==> config.mk <==
export PLATFORM = sky130hd
export DESIGN_NAME = mul_acc_pipe
export DESIGN_NICKNAME = d
export VERILOG_FILES = /design/src/rtl/mul_acc_pipe.sv
export SDC_FILE = /design/constraint.sdc
export NUM_CORES = 1
export LEC_CHECK = 0
export BUFFER_PORTS_ARGS = -buffer_cell sky130_fd_sc_hd__buf_2
export CELL_PAD_IN_SITES_DETAIL_PLACEMENT = 1
export CELL_PAD_IN_SITES_GLOBAL_PLACEMENT = 1
export CORE_MARGIN = 2
export CORE_UTILIZATION = 40
export DETAILED_ROUTE_END_ITERATION = 6
export GPL_TIMING_DRIVEN = 0
export PLACE_DENSITY = 0.82
export SYNTH_ARGS = -nofsm -noshare
export SYNTH_HDL_FRONTEND = slang
export SYNTH_SLANG_ARGS = --single-unit
==> constraint.sdc <==
create_clock -name clk -period 11.4 [get_ports clk]
set_input_delay 2.28 -clock clk [delete_from_list [all_inputs] [get_ports clk]]
set_output_delay 2.28 -clock clk [all_outputs]
set_load 0.005 [all_outputs]
==> src/rtl/mul_acc_pipe.sv <==
// mul_acc_pipe: pipelined A x B multiplier with frame-delimited running
// accumulation, valid/ready handshake and optional accumulator saturation.
//
// Ports:
//   clk, reset_n      rising-edge clock, asynchronous active-low reset
//   ce                global clock enable; low freezes every register
//   in_valid/in_ready input handshake (in_ready = advance)
//   din0, din1        operands (signedness per SIGNED_A / SIGNED_B)
//   in_first/in_last  accumulation frame markers for the input beat
//   out_valid/out_ready output handshake
//   dout_p            product of the output beat (P_WIDTH, extended/truncated)
//   dout_acc          running sum including the output beat
//   out_last          in_last carried with the beat
//   acc_ovf           sticky overflow/saturation flag of current accumulation
module mul_acc_pipe #(
  parameter int unsigned A_WIDTH   = 8,
  parameter int unsigned B_WIDTH   = 14,
  parameter int unsigned P_WIDTH   = 22,
  parameter int unsigned NUM_STAGE = 4,   // legal 2..8
  parameter int unsigned SIGNED_A  = 0,
  parameter int unsigned SIGNED_B  = 0,
  parameter int unsigned ACC_WIDTH = 32,  // must be >= P_WIDTH
  parameter int unsigned SAT_EN    = 0
) (
  input  logic                 clk,
  input  logic                 reset_n,
  input  logic                 ce,
  input  logic                 in_valid,
  output logic                 in_ready,
  input  logic [A_WIDTH-1:0]   din0,
  input  logic [B_WIDTH-1:0]   din1,
  input  logic                 in_first,
  input  logic                 in_last,
  output logic                 out_valid,
  input  logic                 out_ready,
  output logic [P_WIDTH-1:0]   dout_p,
  output logic [ACC_WIDTH-1:0] dout_acc,
  output logic                 out_last,
  output logic                 acc_ovf
);

  localparam int unsigned PW  = A_WIDTH + B_WIDTH;
  localparam int unsigned AW1 = ACC_WIDTH + 1;
  localparam int unsigned NS  = NUM_STAGE;
  localparam logic PROD_SIGNED = (SIGNED_A != 0) || (SIGNED_B != 0);
  localparam logic SAT         = (SAT_EN != 0);

  logic               w_adv;
  logic               r_out_vld;
  logic               r_vld1, r_first1, r_last1;
  logic [A_WIDTH-1:0] r_a;
  logic [B_WIDTH-1:0] r_b;
  logic [PW-1:0]      w_a_ext, w_b_ext, w_prod_s1;
  logic               w_fin_v, w_fin_f, w_fin_l;
  logic [PW-1:0]      w_fin_p;

  // Whole pipeline moves as one unit; blocked only by ce or a stalled output.
  assign w_adv     = ce & (~r_out_vld | out_ready);
  assign in_ready  = w_adv & reset_n;
  assign out_valid = r_out_vld;

  // Stage 1: operand capture
  always_ff @(posedge clk or negedge reset_n) begin
    if (!reset_n) begin
      r_vld1   <= 1'b0;
      r_first1 <= 1'b0;
      r_last1  <= 1'b0;
      r_a      <= '0;
      r_b      <= '0;
    end else if (w_adv) begin
      r_vld1 <= in_valid;
      if (in_valid) begin
        r_first1 <= in_first;
        r_last1  <= in_last;
        r_a      <= din0;
        r_b      <= din1;
      end
    end
  end

  // Operand extension to full product width; a PW-bit modular multiply then
  // yields the exact signed/unsigned product.
  if (SIGNED_A != 0) begin : g_sa
    assign w_a_ext = {{B_WIDTH{r_a[A_WIDTH-1]}}, r_a};
  end else begin : g_ua
    assign w_a_ext = {{B_WIDTH{1'b0}}, r_a};
  end

  if (SIGNED_B != 0) begin : g_sb
    assign w_b_ext = {{A_WIDTH{r_b[B_WIDTH-1]}}, r_b};
  end else begin : g_ub
    assign w_b_ext = {{A_WIDTH{1'b0}}, r_b};
  end

  assign w_prod_s1 = w_a_ext * w_b_ext;

  // Stages 2..NS-1: product register and retiming
  for (genvar s = 2; s < NS; s++) begin : g_st
    logic          r_v, r_f, r_l;
    logic [PW-1:0] r_p;
    logic          w_v, w_f, w_l;
    logic [PW-1:0] w_p;

    if (s == 2) begin : g_src
      assign w_v = r_vld1;
      assign w_f = r_first1;
      assign w_l = r_last1;
      assign w_p = w_prod_s1;
    end else begin : g_src
      assign w_v = g_st[s-1].r_v;
      assign w_f = g_st[s-1].r_f;
      assign w_l = g_st[s-1].r_l;
      assign w_p = g_st[s-1].r_p;
    end

    always_ff @(posedge clk or negedge reset_n) begin
      if (!reset_n) begin
        r_v <= 1'b0;
        r_f <= 1'b0;
        r_l <= 1'b0;
        r_p <= '0;
      end else if (w_adv) begin
        r_v <= w_v;
        if (w_v) begin
          r_f <= w_f;
          r_l <= w_l;
          r_p <= w_p;
        end
      end
    end
  end

  // Beat presented to the output/accumulate stage
  if (NS > 2) begin : g_fin
    assign w_fin_v = g_st[NS-1].r_v;
    assign w_fin_f = g_st[NS-1].r_f;
    assign w_fin_l = g_st[NS-1].r_l;
    assign w_fin_p = g_st[NS-1].r_p;
  end else begin : g_fin
    assign w_fin_v = r_vld1;
    assign w_fin_f = r_first1;
    assign w_fin_l = r_last1;
    assign w_fin_p = w_prod_s1;
  end

  logic [P_WIDTH-1:0]   w_p_out;
  logic [AW1-1:0]       w_p_x, w_base_x, w_sum;
  logic [ACC_WIDTH-1:0] w_base, w_sat, w_acc_nxt;
  logic                 w_ovf;

  // Product resized to P_WIDTH: LSBs kept, or extended by product signedness
  if (P_WIDTH <= PW) begin : g_ptrunc
    assign w_p_out = w_fin_p[P_WIDTH-1:0];
  end else begin : g_pext
    assign w_p_out = {{(P_WIDTH-PW){PROD_SIGNED & w_fin_p[PW-1]}}, w_fin_p};
  end

  // Sum in ACC_WIDTH+1 bits so the extra bit exposes overflow
  assign w_p_x     = {{(AW1-P_WIDTH){PROD_SIGNED & w_p_out[P_WIDTH-1]}}, w_p_out};
  assign w_base    = w_fin_f ? '0 : dout_acc;
  assign w_base_x  = {PROD_SIGNED & w_base[ACC_WIDTH-1], w_base};
  assign w_sum     = w_base_x + w_p_x;
  assign w_ovf     = PROD_SIGNED ? (w_sum[ACC_WIDTH] ^ w_sum[ACC_WIDTH-1]) : w_sum[ACC_WIDTH];
  // Signed clamp direction follows the true sign held in the extra bit
  assign w_sat     = PROD_SIGNED ? {w_sum[ACC_WIDTH], {(ACC_WIDTH-1){~w_sum[ACC_WIDTH]}}}
                                 : {ACC_WIDTH{1'b1}};
  assign w_acc_nxt = (SAT && w_ovf) ? w_sat : w_sum[ACC_WIDTH-1:0];

  // Stage NS: output/accumulate register; bubbles leave results untouched
  always_ff @(posedge clk or negedge reset_n) begin
    if (!reset_n) begin
      r_out_vld <= 1'b0;
      dout_p    <= '0;
      dout_acc  <= '0;
      out_last  <= 1'b0;
      acc_ovf   <= 1'b0;
    end else if (w_adv) begin
      r_out_vld <= w_fin_v;
      if (w_fin_v) begin
        dout_p   <= w_p_out;
        dout_acc <= w_acc_nxt;
        out_last <= w_fin_l;
        acc_ovf  <= (~w_fin_f & acc_ovf) | w_ovf;
      end
    end
  end

endmodule

-- Word level (Yosys, flattened, before mapping)
Cells that the tools add are included.
- word-level logic and storage cells: 32
- register bits after elaboration: 132
- $add $sub $neg: 1
- bitwise gates (word level): 7
- multipliers: 1
- muxes and demuxes: 1
- reductions and logical operators: 4
- operators by type and width (operator ; count):
    $add 32x22->33 ; 1
    $mux 32 ; 1
    $mul 8x14->22 ; 1
    $reduce_and 2->1 ; 4
    $and 1x1->1 ; 3
    $not 1->1 ; 2
    $or 1x1->1 ; 2

-- Depth between registers and ports, before layout
Gate-level depths: netlist (run 1).
- word-level depth: 4
- mapped depth: 19
- depth with buffers taken out: 18

-- Least setup slack after synthesis (run 1)
Ideal clock, no wire load.
- kind: input port to output port
- start: in out_ready
- end: out in_ready
- data arrival time: 2.730 ns
- setup slack: 6.390 ns
- cell stages on the path: 3
- path buffers: 1
- path through: o21a_1 > clkbuf_1 > and2_1
- longest elaborated chain between the ends: 3
- ends and longest elaborated chain (item ; line ; RTL):
    start: declaration ; 35 ; input logic out_ready,
    $or 1x1->1 ; 58 ; assign w_adv = ce & (~r_out_vld | out_ready);
    $and 1x1->1 ; 58 ;
    $and 1x1->1 ; 59 ; assign in_ready = w_adv & reset_n;
    end: declaration ; 29 ; output logic in_ready,
No other way between the ends.

-- Final worst setup path (run 1)
- start: reg r_a[5]
- end: reg g_st[2].r_p[20]
- longest elaborated chain between the ends: 1
- ends and longest elaborated chain (item ; line ; RTL):
    start: declaration ; 51 ; logic [A_WIDTH-1:0] r_a;
    start signal: assignment ; 75 ; r_a <= din0;
    $mul 8x14->22 ; 95 ; assign w_prod_s1 = w_a_ext * w_b_ext;
    end signal: assignment ; 127 ; r_p <= w_p;
    end: declaration ; 100 ; logic [PW-1:0] r_p;
No other way between the ends.
A chain may end at the register's enable or synchronous reset.

==> results, run 1 <==
- The run finished with clean final reports.
- The number of nets handed over by synthesis was 1199.
- From left edge to right edge, the die measures 160.4 um.
- The via count of the first global-routing pass is between 8000 and 9000.
- Synthesis produced a netlist whose cell count is 1033.
- The number of slew-limit violations in the final report came to 0.
- The post-synthesis async set-or-reset flop share is 1.000.
- For this run, the register share of the synthesized area comes to 0.3377.
- In this run the tool buffered the top-level ports with 86 buffer cells.
- Dividing the detail-routed via count by the number of cells gives just over 5.
- The post-route DRC violation count is 0.
- The reg-to-reg endpoint is g_st[2].r_p[20].
- The first detailed-routing pass ran for 4 iterations.
- Final hold analysis gives a worst-case slack of 0.4674 ns.
- The setup check on the worst reg-to-reg path leaves a slack of 5.65 ns.
- The overall die area is 25720 um^2.
- The hold-fix buffer count after cts is 0.
- The clock drives 132 sinks.
- The library cells used most frequently in the layout, excluding fill and tap cells, are sky130_fd_sc_hd__nand2_1, sky130_fd_sc_hd__dfrtp_1, sky130_fd_sc_hd__inv_1, sky130_fd_sc_hd__buf_2, sky130_fd_sc_hd__fa_1.
- The sum of negative setup slack is 0 ns.
- The synthesized area per cell is 9.469 um^2.
- Summed over all layers, the routed wires come to 26370 um.
- After global routing the overflow that remains totals 0.
- The number of maximum-capacitance constraint violations is 0.
- The root buffer cell is sky130_fd_sc_hd__clkbuf_16.
- The total I/O pin count is 87.
- The critical path in this run is classified as register to register.
- Leaving out fill and tap cells, the most frequent cell in the layout is sky130_fd_sc_hd__nand2_1.
- Counting distinct cell types in the post-synthesis netlist gives 55.
- In this run the post-CTS setup repair buffer count came out at 0.
- Of the available clock period, the critical path in the final layout requires 0.5048.
- The signed area change from the synthesized netlist to the final layout is 14.84%.
- On the final layout, the worst clock skew is 0.01084 ns.
- The synthesized netlist occupies a cell area of slightly below 10000 um^2.
- The first global-routing pass estimated 43690 um of wire.
- In the global route stage, overall resource usage came out at 0.2149.
- The largest driver fanout on the critical path is 10.
- The count of filler cells inserted in the layout is ~2800.
- The number of enable-type register cells in the synthesized netlist is 0.
- The detailed router finished its first iteration with around 440 violations.
- The launching element type of the critical path is a register.
- At the later pin of the worst-skew pair, clock insertion delay measures between 0.4 and 0.5 ns.
- Across all layers, the routed design uses around 7700 vias.
- The end point of the worst hold path is dout_p[19].
- The number of buffers created by CTS is 17.
- Entering global routing, the biggest net connects 90 pins.
- The core box area is 24180 um^2.
- The final hold violation count is 0.
- In the synthesized netlist the dominant register cell turns out to be sky130_fd_sc_hd__dfrtp_1.
- The number of H-tree branching levels is 4.
- Setup repair after global routing left no endpoint under its margin.
- Synthesis inferred 132 register bits.
- The reg-to-reg startpoint is r_a[5].
- The congestion estimate from routability-driven global placement came to 0.8534.
- In the final layout, the share of cells above drive strength 1 is 0.1580.
- The type of destination of the critical path is a register.
- TritonCTS built the clock tree.
- The antenna diode count is 0.
- The worst path in the final design needs a cycle of ~5.8 ns, including I/O delays and setup.
- The worst min-delay path class is register to register.
- STA puts the critical path data required time at about 12 ns.
- Setup violations remaining at the end of the flow were counted as 0.
- The number of antenna-violating nets in the routed design is 0.
- The number of placement rows is 57.
- At the pin with the least slew margin, the transition time is 0.7563 ns.
- The number of antenna violations at the first check in global routing came to 0.
- The cell count of the worst reg-to-reg path is 17.
- The total of warnings raised by yosys is 0.
- The clock passes through at most 2 buffers.
- The die is ~160 um tall.
- The startpoint identified for the worst hold timing path is dout_p[19].
- The register clock-pin slew on the reported worst setup and hold paths is 0.06 ns.
- The initial utilization of the core area, before any placement, comes to 0.4046.
- The number of stages on the worst hold path is 2.
- In this run the tightest slew margin relative to its limit is 0.4958.
- Timing would allow up to roughly 0.17 GHz.
- After detailed routing, the average wire length per cell comes to 17.86 um.
- The post-cts gate resize count is 0.
- The HPWL after detailed placement is 20270 um.
- The critical path data arrival time is slightly above 6 ns.
- The final net count is 1305.
==> synthesized netlist by cell type, types with 27 or more instances <==
cell type                  number  area share
sky130_fd_sc_hd__dfrtp_1      132        0.34
sky130_fd_sc_hd__clkbuf_1      35       0.013
sky130_fd_sc_hd__nor2b_1       27       0.017
sky130_fd_sc_hd__inv_1        109       0.042
sky130_fd_sc_hd__fa_1          73        0.15
sky130_fd_sc_hd__o21ai_0       52       0.027
sky130_fd_sc_hd__mux2_2        54       0.062
sky130_fd_sc_hd__nand2_1      203       0.078
sky130_fd_sc_hd__nor2_1        30       0.012
sky130_fd_sc_hd__ha_1          64       0.082
sky130_fd_sc_hd__and2_1        67       0.043
sky130_fd_sc_hd__a21oi_1       33       0.017
==> worst max-delay path, stage by stage (launching register included) <==
cell and delay, ns:
sky130_fd_sc_hd__dfrtp_1 0.53, sky130_fd_sc_hd__clkbuf_1 0.50, sky130_fd_sc_hd__and2_1 0.24, sky130_fd_sc_hd__fa_1 0.45
sky130_fd_sc_hd__fa_1 0.55, sky130_fd_sc_hd__fa_1 0.58, sky130_fd_sc_hd__inv_1 0.06, sky130_fd_sc_hd__fa_1 0.53
sky130_fd_sc_hd__inv_1 0.04, sky130_fd_sc_hd__ha_1 0.34, sky130_fd_sc_hd__a211oi_1 0.25, sky130_fd_sc_hd__o211ai_1 0.17
sky130_fd_sc_hd__a41oi_1 0.47, sky130_fd_sc_hd__o221a_2 0.29, sky130_fd_sc_hd__nor2_1 0.05, sky130_fd_sc_hd__nor3_1 0.21
sky130_fd_sc_hd__xor2_1 0.23, sky130_fd_sc_hd__o21ai_0 0.11
==> metrics by stage <==
stage                 util  instance area (um^2)  instances  worst slack (ns)
floorplan                -                  9782       1033             6.390
global placement    0.4392                 10620       1443             4.079
detailed placement  0.4406                 10650       1444             5.665
CTS                 0.4646                 11230       1476             5.662
global route        0.4646                 11230       1476             5.354
finish              0.4646                 11230       1476             5.646
==> state kept, by name, indices dropped and copies added (netlist names) <==
register / count
acc_ovf: 1
dout_acc: 32
dout_p: 22
g_st.r_f: 2
g_st.r_l: 2
g_st.r_p: 44
g_st.r_v: 2
g_st.w_f: 1
g_st.w_l: 1
g_st.w_v: 1
out_last: 1
out_valid: 1
r_a: 8
r_b: 14
==> layer usage <==
| layer | vias to the layer above | GRT usage | routed length (um) | share of wire |
|---|---|---|---|---|
| met5 | - | 0 | 0 | 0 |
| li1 | 3579 | - | - | - |
| met2 | 153 | 0.3938 | 13980 | 0.53 |
| met3 | 33 | 0.02789 | 855 | 0.032 |
| met4 | 0 | 0.07289 | 432 | 0.016 |
| met1 | 3898 | 0.2601 | 11100 | 0.42 |
==> how the worst max path moves through the flow <==
stage / startpoint / end / slack, ns / depth (start not counted)
after floorplan: out_ready / in_ready / 6.39 / 3
after global placement: reset_n / in_ready / 4.08 / 3
after detailed placement: reset_n / in_ready / 5.66 / 4
after CTS: r_a[5] / g_st[2].r_p[20] / 5.66 / 17
after global routing: r_a[5] / g_st[2].r_p[20] / 5.35 / 17
final: r_a[5] / g_st[2].r_p[20] / 5.65 / 17
==> cell families (layout without fill, tap and decap cells) <==
family,Yosys count,after routing,share of synthesized area
AND/OR/NAND/NOR,375,375,0.1786
AO/OA/AOI/OAI,151,151,0.1005
buffers and inverters,147,266,0.05641
adder cells (fa/ha/maj),137,137,0.2313
flip-flops,132,132,0.3377
multiplexers,56,56,0.06421
XOR/XNOR,35,35,0.03134
==> cell type report <==
cell class | count | area (um^2) | area share
clock buffer | 18 | 429.2 | 0.03820
tap | 324 | 405.4 | 0.03609
buffer | 38 | 142.6 | 0.01270
inverter | 109 | 409.1 | 0.03642
multi-input combinational | 754 | 5927 | 0.5276
clock inverter | 14 | 152.6 | 0.01359
timing repair buffer | 87 | 464.2 | 0.04132
sequential | 132 | 3303 | 0.2941
Power of run 1 is left out: the tool's default activity adds up to more than one toggle a clock period on the data nets, which glitch-free logic cannot reach.
==> inputs of run 2 (changes only) <==
PLACE_DENSITY = 0.85   (was 0.82)
clock period = 5.12 ns   (was 11.4 ns; I/O delays follow)
==> run 2 against run 1 <==
First-iteration DRC count shrank 12%. Wire length grew 4.0%. Global-route usage grew 0.73 points. Critical path type unchanged.
==> results, run 2 (synthesized netlist as in run 1, its figures left out) <==
- The overall die area is 25720 um^2 (unchanged).
- The antenna diode count is 0 (unchanged).
- The post-route worst hold slack is 0.4707 ns (was 0.4674 ns).
- The number of maximum-capacitance constraint violations is 0 (unchanged).
- The largest net degree at the start of global routing is 77 (was 90).
- The CTS tree is built (unchanged).
- The total clock sinks was 132 (unchanged).
- The maximum buffer depth of the clock tree is 2 (unchanged).
- The final net count came to 1313 (was 1305).
- The number of flip-flops under the largest register name is 44 (unchanged).
- The fraction of layout cells with a size suffix above 1 is 0.1853 (was 0.1580).
- The reg-to-reg startpoint is r_a[6] (was r_a[5]).
- The final critical path time including I/O delays and setup is 4.996 ns (was 5.754 ns).
- The most common cell after layout, fill and taps aside is sky130_fd_sc_hd__nand2_1 (unchanged).
- The cell count of the worst reg-to-reg path came to 16 (was 17).
- The worst min-delay path class is register to register (unchanged).
- The global router's overall resource usage was 0.2222 (was 0.2149).
- The number of antenna-violating nets in the routed design was 0 (unchanged).
- The largest driver fanout on the critical path came to 10 (unchanged).
- The final cycle utilization of the critical path came to 0.9757 (was 0.5048).
- The overall via count from detail_route is 7774 (was 7663).
- The relative slew slack is 0.4541 (was 0.4958).
- Status: complete, no violations (unchanged).
- The final setup violation count is 0 (unchanged).
- The core box area was 24180 um^2 (unchanged).
- The initial detailed-routing violation count came to 384 (was 435).
- The final hold violation count is 0 (unchanged).
- The final HPWL from detailed placement is 20480 um (was 20270 um).
- The reg-to-reg endpoint was g_st[2].r_p[21] (was g_st[2].r_p[20]).
- The root buffer cell is sky130_fd_sc_hd__clkbuf_16 (unchanged).
- The cell area reported after detailed placement was 10650 um^2 (unchanged).
- The largest register by flop count is g_st.r_p (unchanged).
- The overall die width is 160.4 um (unchanged).
- Largest registers: g_st.r_p (44), dout_acc (32), dout_p (22) (unchanged).
- The achievable clock frequency is 0.2002 GHz (was 0.1738 GHz).
- The final setup skew is 0.01101 ns (was 0.01084 ns).
- The hold-fix buffer count after cts is 0 (unchanged).
- The end point of the worst hold path is dout_p[0] (was dout_p[19]).
- The number of H-tree branching levels is 4 (unchanged).
- The clock latency on the worst-skew pair is 0.44 ns (was 0.43 ns).
- The critical path's slowest cell is sky130_fd_sc_hd__fa_1 (unchanged).
- The post-route DRC violation count is 0 (unchanged).
- The number of iterations in the first detailed-routing pass is 4 (unchanged).
- The type of destination of the critical path was a register (unchanged).
- The first-pass GRT wire length is 44860 um (was 43690 um).
- The worst-margin pin slew was 0.8189 ns (was 0.7563 ns).
- The total grt overflow is 0 (unchanged).
- The cell repeated most along the worst path was sky130_fd_sc_hd__fa_1 (unchanged).
- The path type of the worst setup path is register to register (unchanged).
- The final wirelength is 27420 um (was 26370 um).
- The final cell count without fillers is 1484 (was 1476).
- The critical path data arrival time is 5.29 ns (was 6.04 ns).
- The signed area change from the synthesized netlist to the final layout came to 16.91% (was 14.84%).
- The final instance area is 11440 um^2 (was 11230 um^2).
- The via count of the first global-routing pass was 8553 (was 8447).
- The number of stages on the worst hold path is 2 (unchanged).
- Critical Path, Cell by Cell: clkbuf_8 -> and2_1 -> fa_1 -> fa_1 -> fa_1 -> inv_1 -> fa_1 -> inv_1 -> ha_1 -> or3_1 -> o211ai_1 -> a21boi_2 -> a311o_1 -> a31oi_1 -> xnor2_1 -> o21ai_1 (was clkbuf_1 -> and2_1 -> fa_1 -> fa_1 -> fa_1 -> inv_1 -> fa_1 -> inv_1 -> ha_1 -> a211oi_1 -> o211ai_1 -> a41oi_1 -> o221a_2 -> nor2_1 -> nor3_1 -> xor2_1 -> o21ai_0).
- The number of antenna violations at the first check in global routing is 0 (unchanged).
- The launching element type of the critical path is a register (unchanged).
- The worst setup slack for register-to-register paths was 0.12 ns (was 5.65 ns).
- The startpoint of the most critical hold path is dout_p[0] (was dout_p[19]).
- The number of placement rows is 57 (unchanged).
- The number of buffers created by CTS is 17 (unchanged).
- RSZ-0062 raised after global routing: true (was false).
- The total I/O pin count is 87 (unchanged).
- Commonest non-fill, non-tap cells in the layout: sky130_fd_sc_hd__nand2_1, sky130_fd_sc_hd__dfrtp_1, sky130_fd_sc_hd__inv_1, sky130_fd_sc_hd__buf_2, sky130_fd_sc_hd__fa_1 (unchanged).
- The number of slew-limit violations in the final report came to 0 (unchanged).
- The register clock-pin slew on the reported worst setup and hold paths is 0.06 ns (about the same).
- The vertical die dimension is 160.4 um (unchanged).
- The maximum single-stage delay on the critical path was 0.54 ns (was 0.58 ns).
- The number of buffer cells added on primary ports is 86 (unchanged).
- The weighted congestion reported at the end of routability-driven placement is 0.8776 (was 0.8534).
- The wire length per cell after detailed routing came to 18.48 um (was 17.86 um).
- The starting density of the core is 0.4046 (unchanged).
- The worst endpoint required time came to 5.42 ns (was 11.69 ns).
- The mean number of vias per cell is 5.239 (was 5.192).
- The total placed cells including tap cells is 1444 (unchanged).
run 2: cell count changes in the layout (fill, tap and decap cells not counted), sizes merged:
cell | previous run | this run
buf | 90 | 105
clkbuf | 53 | 46
clkinv | 5 | 3
clkinvlp | 4 | 2
inv | 112 | 116
run 2: layout make-up:
class,count,area [um^2]
well taps,324,405.4
plain buffers,36,193.9
multi-input cells,754,5969
inverters,109,409.1
flip-flops and latches,132,3316
fillers,2800,12740
repair buffers,97,539.3
clock inverters,14,163.9
clock buffers,18,439.2
run 2: metal layers:
metal / GRT usage / share of wire / up-vias
met5: 0 / 0 / -
met4: 0.07453 / 0.027 / 0
met3: 0.03719 / 0.041 / 49
met2: 0.4083 / 0.53 / 173
met1: 0.2631 / 0.41 / 3963
li1: - / - / 3589
run 2: through the flow:
stage,setup TNS (ns),util,setup WS (ns)
global route,-0.04473,0.4730,-0.04473
global placement,-0.8321,0.4392,-0.2454
finish,0,0.4730,0.1244
CTS,0,0.4704,0.01654
floorplan,0,-,0.3666
detailed placement,-1.330,0.4406,-0.2944
run 2: worst max path at each step:
| stage | cells past startpoint | start | end |
|---|---|---|---|
| after detailed placement | 17 | r_a[4] | g_st[2].r_p[21] |
| after CTS | 17 | r_a[6] | g_st[2].r_p[19] |
| after global placement | 17 | r_a[6] | g_st[2].r_p[20] |
| after floorplan | 17 | r_a[7] | g_st[2].r_p[20] |
| after global routing | 18 | r_a[4] | g_st[2].r_p[21] |
| final | 16 | r_a[6] | g_st[2].r_p[21] |
run 2: what timing repair did:
item,in CTS,in global routing
pin swaps,3,10
gates resized for setup,26,15
endpoints found under the setup margin,7,6
hold endpoints to repair,0,0
buffers inserted,5,5
run 2: worst max-delay path: cells and delay by family, from the launching register on:
kind	cells	cell delay, ns
compound gates	5	1.08
xor+xnor	1	0.17
fa+ha+maj	5	2.32
buf+inv	3	0.28
flops	1	0.45
simple gates	2	0.54
Power of run 2 is left out for the same reason.
